## config.mk

```make
export PLATFORM = sky130hd
export DESIGN_NAME = apb_controller
export DESIGN_NICKNAME = d
export VERILOG_FILES = /design/src/rtl/apb_controller.sv
export SDC_FILE = /design/constraint.sdc
export NUM_CORES = 1
export LEC_CHECK = 0
export CORE_MARGIN = 5
export CORE_UTILIZATION = 36
export DETAILED_ROUTE_END_ITERATION = 16
export GPL_TIMING_DRIVEN = 0
export PLACE_DENSITY = 0.77
export SLEW_MARGIN = 20
export SYNTH_ARGS = -nofsm -noshare
export SYNTH_HDL_FRONTEND = slang
export SYNTH_SLANG_ARGS = --single-unit
```

## constraint.sdc

```tcl
create_clock -name hclk -period 2.2 [get_ports hclk]
set_input_delay 0.66 -clock hclk [delete_from_list [all_inputs] [get_ports hclk]]
set_output_delay 0.66 -clock hclk [all_outputs]
set_load 0.005 [all_outputs]
```

## src/rtl/apb_controller.sv

```systemverilog
// APB setup/enable sequencer for the AHB-to-APB bridge: turns qualified AHB
// address phases into APB transfers and stretches the AHB data phase.
module apb_controller (
    input  logic        hclk,
    input  logic        hresetn,
    input  logic        valid,
    input  logic        hwrite,
    input  logic [31:0] haddr,
    input  logic [31:0] hwdata,
    input  logic [2:0]  tempselx,
    input  logic [31:0] prdata,
    output logic [2:0]  pselx,
    output logic        penable,
    output logic        pwrite,
    output logic [31:0] paddr,
    output logic [31:0] pwdata,
    output logic        hreadyout,
    output logic [31:0] hrdata
);

    typedef enum logic [2:0] {
        ST_IDLE,
        ST_READ,
        ST_RENABLE,
        ST_WWAIT,
        ST_WRITE,
        ST_WENABLE
    } state_t;

    state_t      state_reg;
    state_t      state_next;
    logic        capture;
    logic [31:0] addr_reg;
    logic [31:0] wdata_reg;
    logic [2:0]  sel_reg;
    logic [2:0]  pselx_reg;
    logic        penable_reg;
    logic        pwrite_reg;
    logic        hreadyout_reg;

    // valid is only looked at in the three states where a transfer may start
    always_comb begin
        state_next = state_reg;
        capture    = 1'b0;
        case (state_reg)
            ST_IDLE, ST_RENABLE, ST_WENABLE: begin
                if (valid) begin
                    capture    = 1'b1;
                    state_next = hwrite ? ST_WWAIT : ST_READ;
                end else begin
                    state_next = ST_IDLE;
                end
            end
            ST_READ:  state_next = ST_RENABLE;
            ST_WWAIT: state_next = ST_WRITE;
            ST_WRITE: state_next = ST_WENABLE;
            default:  state_next = ST_IDLE;
        endcase
    end

    // Outputs are registered from the next state so they line up with state_reg
    always_ff @(posedge hclk) begin
        if (!hresetn) begin
            state_reg     <= ST_IDLE;
            addr_reg      <= 32'h0;
            wdata_reg     <= 32'h0;
            sel_reg       <= 3'b000;
            pselx_reg     <= 3'b000;
            penable_reg   <= 1'b0;
            pwrite_reg    <= 1'b0;
            hreadyout_reg <= 1'b1;
        end else begin
            state_reg <= state_next;
            if (capture) begin
                addr_reg <= haddr;
                sel_reg  <= tempselx;
            end
            if (state_reg == ST_WWAIT) begin
                wdata_reg <= hwdata;
            end
            case (state_next)
                ST_IDLE: begin
                    pselx_reg     <= 3'b000;
                    penable_reg   <= 1'b0;
                    hreadyout_reg <= 1'b1;
                end
                ST_READ: begin
                    // sel_reg is being loaded on this same edge
                    pselx_reg     <= tempselx;
                    penable_reg   <= 1'b0;
                    pwrite_reg    <= 1'b0;
                    hreadyout_reg <= 1'b0;
                end
                ST_RENABLE: begin
                    pselx_reg     <= sel_reg;
                    penable_reg   <= 1'b1;
                    pwrite_reg    <= 1'b0;
                    hreadyout_reg <= 1'b1;
                end
                ST_WWAIT: begin
                    pselx_reg     <= 3'b000;
                    penable_reg   <= 1'b0;
                    hreadyout_reg <= 1'b0;
                end
                ST_WRITE: begin
                    pselx_reg     <= sel_reg;
                    penable_reg   <= 1'b0;
                    pwrite_reg    <= 1'b1;
                    hreadyout_reg <= 1'b0;
                end
                ST_WENABLE: begin
                    pselx_reg     <= sel_reg;
                    penable_reg   <= 1'b1;
                    pwrite_reg    <= 1'b1;
                    hreadyout_reg <= 1'b1;
                end
                default: begin
                    pselx_reg     <= 3'b000;
                    penable_reg   <= 1'b0;
                    hreadyout_reg <= 1'b1;
                end
            endcase
        end
    end

    assign pselx     = pselx_reg;
    assign penable   = penable_reg;
    assign pwrite    = pwrite_reg;
    assign hreadyout = hreadyout_reg;
    assign paddr     = addr_reg;
    assign pwdata    = wdata_reg;
    assign hrdata    = (state_reg == ST_RENABLE) ? prdata : 32'h0;

endmodule

```

==> results of run 1 <==
final cells by class:
type	instances	area share, %
Buffer	27	3.31
Clock buffer	11	2.46
Clock inverter	5	0.479
Inverter	3	0.196
Multi-Input combinational cell	266	26.0
Sequential cell	76	26.5
Tap cell	108	2.35
Timing Repair Buffer	222	38.6
synth_stat cells, types with 2 or more instances:
master    instances  area, sq um
o32ai_1           3         26.3
and2_1           33          206
nand2b_1          2         12.5
nand2_1         135          507
buf_6             4         45.0
mux2i_1          35          350
o211ai_1          3         22.5
dfxtp_1          76         1520
inv_1             2         7.51
nor2_1            4         15.0
buf_2            11         55.1
nand3b_1          2         15.0
a21oi_1          35          175
a31oi_1           2         12.5
clkbuf_1         12         45.0
stage by stage:
step / setup WS [ns] / instance area, sq um / setup TNS (ns) / total power, mW / instances
after global placement: -0.390 / 5280 / -11.43 / 2.12 / 684
after detailed placement: -0.418 / 5280 / -12.25 / 2.13 / 684
final: -0.0346 / 5750 / -0.0855 / 3.11 / 718
after global routing: -0.106 / 5750 / -1.04 / 3.27 / 718
after CTS: -0.178 / 5700 / -2.90 / 3.13 / 718
after floorplan: 0.385 / 3110 / 0 / 1.72 / 373
cells in the final DEF (no fill, tap or decap), types with 2 or more instances in the layout:
| cell | Yosys | routed |
|---|---|---|
| a21oi_1 | 35 | 35 |
| a31oi_1 | 2 | 2 |
| and2_1 | 33 | 11 |
| and2_4 | 0 | 22 |
| buf_2 | 11 | 17 |
| buf_4 | 0 | 6 |
| buf_6 | 4 | 36 |
| buf_8 | 0 | 5 |
| clkbuf_1 | 12 | 10 |
| clkbuf_8 | 0 | 11 |
| clkdlybuf4s50_1 | 0 | 171 |
| clkinv_2 | 0 | 4 |
| dfxtp_1 | 76 | 74 |
| dlygate4sd2_1 | 0 | 2 |
| inv_1 | 2 | 2 |
| mux2i_1 | 35 | 35 |
| nand2_1 | 135 | 135 |
| nand3b_1 | 2 | 2 |
| nor2_1 | 4 | 3 |
| o211ai_1 | 3 | 3 |
| o32ai_1 | 3 | 3 |
what timing repair did:
action | 4_1_cts | 5_1_grt
buffers inserted | 16 | 5
hold buffers | 0 | 0
endpoints found under the setup margin | 32 | 32
pin swaps | 24 | 1
hold endpoints to repair | 0 | 0
gates resized for setup | 188 | 18
cloned | 3 | 0
cells by family (layout without fill, tap and decap cells):
group | count (synthesis) | after routing
xor gates and xnor gates | 1 | 1
muxes | 35 | 35
DFF | 76 | 76
and+or+nand+nor | 183 | 183
buffers and inverters | 31 | 268
AOI/OAI and AO/OA | 47 | 47
worst max-delay path: cells and delay by family, from the launching register on:
kind / cells / cell delay, ns
DFF: 1 / 0.36
and+or+nand+nor: 3 / 0.29
buffers and inverters: 5 / 0.57
worst max path at each step:
stage	end	from	depth (start not counted)
6_report	hrdata[1]	state_reg[2]$_SDFF_PN0_	8
5_1_grt	hrdata[1]	state_reg[2]$_SDFF_PN0_	8
4_1_cts	hrdata[25]	state_reg[2]$_SDFF_PN0_	7
3_5_place_dp	hrdata[21]	state_reg[2]$_SDFF_PN0_	6
3_3_place_gp	hrdata[21]	state_reg[2]$_SDFF_PN0_	6
2_1_floorplan	hrdata[10]	state_reg[2]$_SDFF_PN0_	5
where the power goes:
| part | switching, mW | internal (mW) | total, mW |
|---|---|---|---|
| logic | 0.253 | 0.460 | 0.713 |
| clock network | 0.487 | 0.433 | 0.920 |
| registers | 0.0342 | 1.44 | 1.48 |
| total | 0.774 | 2.33 | 3.11 |
layer usage:
metal / track usage (%) / routed length [microns] / vias up
met5: 0 / 0 / -
met4: 6.18 / 195 / 0
met3: 11.6 / 1470 / 15
met2: 37.0 / 5610 / 140
met1: 20.7 / 4030 / 1491
li1: - / - / 1663
==> results.json, run 1 <==
{
  "cp_data_arrival_time_ns": 1.57,
  "regArea_sq_um": 1530,
  "initial_core_util_pct": 36.4,
  "worst_pin_slew_ns": 0.470,
  "die_area_sq_um": 10600,
  "drc": 0,
  "fillers": 712,
  "area_growth_syn_to_layout_pct": 84.9,
  "async_reset_ff_share_pct": 0,
  "synth_edf_count": 0,
  "antenna_found_initial": 0,
  "r2r_start": "state_reg[2]$_SDFF_PN0_",
  "grt-ovfl-total": 0,
  "drtPass1Iterations": 4,
  "ys.flop_type": "dfxtp_1",
  "cts_sinks": 76,
  "finalHoldViolations": 0,
  "seq_area_frac_synth_pct": 48.9,
  "io_buffers": 203,
  "fin_util_pct": 67.3,
  "grt_usage_pct": 20.8,
  "synth_cells": 373,
  "core_area_sq_um": 8550,
  "fp.dieW_microns": 103,
  "synth-adder-area-share_pct": 0,
  "power.density_nw_per_um2": 541,
  "synth_xor_area_share_pct": 0.282,
  "cts_max_level": 3,
  "min-delay-start": "pwdata[2]$_SDFFE_PN0N_",
  "relSlewSlack_pct": 68.7,
  "synth_top_family_by_area": "simple AND/OR/NAND/NOR gates",
  "clk_latency_ns": 0.34,
  "ys_types": 29,
  "nNetsFinal": 708,
  "yosys_register_bits": 76,
  "synth_compound_gate_area_share_pct": 8.53,
  "cts_buffers": 9,
  "timing.hold.ws_ns": 0.454,
  "vias": 3309,
  "grt_max_degree": 13,
  "num_rows": 34,
  "wl_per_cell_microns": 15.7,
  "p_leak_nw": 2.31,
  "max_clock_freq_ghz": 0.447,
  "r2r_slack_ns": 0.68,
  "syn_nets": 476,
  "hold_path_end": "pwdata[2]$_SDFFE_PN0N_",
  "crit_fanout": 8,
  "antenna_cells": 0,
  "hold-path-cell-count": 2,
  "crit_path_max_incr_delay_ns": 0.36,
  "crit_chain": "nand2b_4 -> nor2_4 -> buf_12 -> buf_8 -> buf_6 -> buf_6 -> and2_4 -> buf_6",
  "rsz0062_at_grt": "true",
  "syn_area_per_cell_sq_um": 8.34,
  "ant_nets": 0,
  "cts_root_buf": "clkbuf_8",
  "cp.required_ns": 1.54,
  "violations": "setup timing",
  "synthMuxAreaShare_pct": 11.3,
  "fin_skew_ns": 0.0102,
  "drive_gt1_share_pct": 17.7,
  "period_share_pct": 102,
  "timing.rr.end": "paddr[1]$_SDFFE_PN0P_",
  "syn_area_sq_um": 3110,
  "setup.worst_path.end_class": "output port",
  "cp_common_cell": "buf_6",
  "clock_path_buffers": 2,
  "ir_drop_mv": 0.259,
  "die_y_microns": 103,
  "crit_type": "flip-flop to output port",
  "grt_pass1_vias": 3552,
  "io_pins": 205,
  "status": "finished with violations",
  "r2r.worst_path.cells": 6,
  "cap_violations": 0,
  "gp_congestion": 0.842,
  "min_period_ns": 2.23,
  "totalWireLength_microns": 11300,
  "yosysWarnings": 0,
  "min_path_type": "flip-flop to flip-flop",
  "grt_pass1_wl_microns": 17100,
  "crit_slowest_cell": "dfxtp_4",
  "start_kind": "flip-flop",
  "drt_iter0_drc": 60,
  "multi_input_area_sq_um": 1500,
  "setup_viol": 3,
  "tritoncts": "built",
  "finalWorstSetupSlack_ns": -0.0346,
  "clkTransAtPathRegs_ns": 0.08,
  "hpwl_microns": 8540,
  "via_per_inst": 4.61,
  "yosys.area_share.simple_pct": 25.8,
  "slew_viol_final": 0
}
Note: power is estimated with default switching activity, not from simulation.
==> run 2: changes to the inputs <==
--- a/config.mk
+++ b/config.mk
@@ -6,10 +6,11 @@
 export NUM_CORES = 1
 export LEC_CHECK = 0
 export CORE_MARGIN = 5
-export CORE_UTILIZATION = 36
+export CORE_UTILIZATION = 32
+export CTS_CLUSTER_SIZE = 8
 export DETAILED_ROUTE_END_ITERATION = 16
 export GPL_TIMING_DRIVEN = 0
-export PLACE_DENSITY = 0.77
+export PLACE_DENSITY = 0.73
 export SLEW_MARGIN = 20
 export SYNTH_ARGS = -nofsm -noshare
 export SYNTH_HDL_FRONTEND = slang
==> constraint.sdc (replaced) <==
create_clock -name hclk -period 2.02 [get_ports hclk]
set_input_delay 0.606 -clock hclk [delete_from_list [all_inputs] [get_ports hclk]]
set_output_delay 0.606 -clock hclk [all_outputs]
set_load 0.005 [all_outputs]
==> results.json, run 2 (synthesis results as in run 1) <==
{
  "crit_type": "flip-flop to output port",
  "gp_congestion": 0.749,
  "fin_util_pct": 61.2,
  "initial_core_util_pct": 32.3,
  "cp_top_family": "buffers and inverters",
  "crit_fanout": 8,
  "hpwl_microns": 7990,
  "clock_path_buffers": 2,
  "die_area_sq_um": 11800,
  "hold_buffers": 0,
  "vias": 3302,
  "grt_max_degree": 14,
  "cp_num_cells": 8,
  "grt_pass1_wl_microns": 16300,
  "setup_viol": 29,
  "crit_slowest_cell": "dfxtp_4",
  "r2r.worst_path.cells": 7,
  "tritoncts": "built",
  "die_y_microns": 109,
  "cp.required_ns": 1.41,
  "ir_drop_mv": 0.364,
  "clkTransAtPathRegs_ns": 0.08,
  "num_rows": 36,
  "path_buf_inv": 5,
  "grt-ovfl-total": 0,
  "finalWorstSetupSlack_ns": -0.197,
  "drive_gt1_share_pct": 20.1,
  "core_area_sq_um": 9640,
  "drt_iter0_drc": 134,
  "layout_common_cells": "clkdlybuf4s50_1 (171), nand2_1 (135), dfxtp_1 (74)",
  "fp.dieW_microns": 109,
  "via_per_inst": 4.40,
  "cp_data_arrival_time_ns": 1.61,
  "drc": 0,
  "worstSetupStartpoint": "state_reg[2]$_SDFF_PN0_",
  "cp_common_cell": "buf_6",
  "finalHoldViolations": 0,
  "status": "finished with violations",
  "worst_pin_slew_ns": 0.493,
  "power.density_nw_per_um2": 591,
  "area_growth_syn_to_layout_pct": 89.7,
  "hold-path-cell-count": 2,
  "period_share_pct": 110,
  "ant_nets": 0,
  "rsz0062_at_grt": "true",
  "max_clock_freq_ghz": 0.451,
  "io_pins": 205,
  "fin_skew_ns": 0.00717,
  "cts_root_buf": "clkbuf_8",
  "timing.hold.ws_ns": 0.453,
  "violations": "setup timing",
  "setup.worst_path.end_class": "output port",
  "totalWireLength_microns": 10700,
  "p_total_mw": 3.48,
  "r2r_start": "state_reg[1]$_SDFF_PN0_",
  "finalNonFillerCells": 751,
  "wl_per_cell_microns": 14.3,
  "crit_path_max_incr_delay_ns": 0.35,
  "nNetsFinal": 716,
  "antenna_cells": 0,
  "final_common_cell": "clkdlybuf4s50_1",
  "crit_chain": "nand2b_4 -> nor2_4 -> buf_12 -> clkbuf_8 -> buf_6 -> buf_6 -> and2_4 -> buf_2",
  "min_period_ns": 2.22,
  "antenna_found_initial": 0,
  "grt_pass1_vias": 3318,
  "place_inst": 709,
  "cts_max_level": 3,
  "cts_buffers": 9,
  "cts_sinks": 76,
  "cap_violations": 0,
  "min-delay-start": "pwdata[1]$_SDFFE_PN0N_",
  "slew_viol_final": 0,
  "relSlewSlack_pct": 67.2,
  "p_leak_nw": 2.36,
  "min_path_type": "flip-flop to flip-flop",
  "clk_latency_ns": 0.34,
  "io_buffers": 203,
  "start_kind": "flip-flop",
  "drtPass1Iterations": 4,
  "grt_usage_pct": 17.7
}
## run 2: cell types whose count changed in the layout (fill, tap and decap cells not counted), sizes merged
cell / delta
buf: +8
clkbuf: +2
clkinv: -2
clkinvlp: +2
dlygate4sd2: -2
## run 2: area by class of cell
class                           count  area (sq um)
Buffer                             27           189
Clock inverter                      5          36.3
Fill cell                         882          3740
Tap cell                          133           166
Sequential cell                    76          1530
Multi-Input combinational cell    266          1510
Inverter                            3          11.3
Timing Repair Buffer              230          2310
Clock buffer                       11           151
## run 2: path summary, 6_finish.rpt
kind	end	slack (ns)
min reg2reg	pwdata[1]$_SDFFE_PN0N_	0.45
min	pwdata[1]$_SDFFE_PN0N_	0.45
max reg2reg	paddr[26]$_SDFFE_PN0P_	0.51
max	hrdata[27]	-0.20
## run 2: metal layers
metal | part of all wire (%) | wire (microns) | vias to the layer above | GRT usage [%]
met5 | 0 | 0 | - | 0
met2 | 49 | 5290 | 116 | 30.3
met1 | 41 | 4400 | 1487 | 20.2
met3 | 8.7 | 938 | 12 | 7.22
met4 | 0.97 | 104 | 0 | 4.78
li1 | - | - | 1687 | -
## run 2: through the flow
stage               cell area [sq um]  TNS, ns  worst slack (ns)
floorplan                        3110        0             0.259
global placement                 5310   -15.70            -0.500
detailed placement               5310   -17.22            -0.504
CTS                              5780    -6.88            -0.282
global route                     5900    -6.11            -0.288
finish                           5900    -3.75            -0.197
## run 2: worst reg2reg max path, delay by kind of cell (launching register included)
family                 cells  cell delay [ns]
buffers and inverters      4             0.59
AND/OR/NAND/NOR            1             0.14
flip-flops                 1             0.31
AO/OA/AOI/OAI              1             0.17
multiplexers               1             0.22
## run 2: power breakdown
| group | internal, mW | switching (mW) |
|---|---|---|
| clock | 0.513 | 0.569 |
| sequential | 1.57 | 0.0364 |
| combinational | 0.522 | 0.272 |
| total | 2.61 | 0.878 |
## run 2: what timing repair did
action,CTS,global route
pin swaps,30,1
buffers inserted,17,8
cloned,3,0
resized for setup,199,19
endpoints found under the setup margin,32,32
==> run 3: changes to the inputs <==
--- a/config.mk
+++ b/config.mk
@@ -7,7 +7,7 @@
 export LEC_CHECK = 0
 export CORE_MARGIN = 5
 export CORE_UTILIZATION = 32
-export CTS_CLUSTER_SIZE = 8
+export CTS_CLUSTER_SIZE = 28
 export DETAILED_ROUTE_END_ITERATION = 16
 export GPL_TIMING_DRIVEN = 0
 export PLACE_DENSITY = 0.73
==> results of run 3 <==
Same layout as run 2: the final DEF is identical, and so are final timing and power.
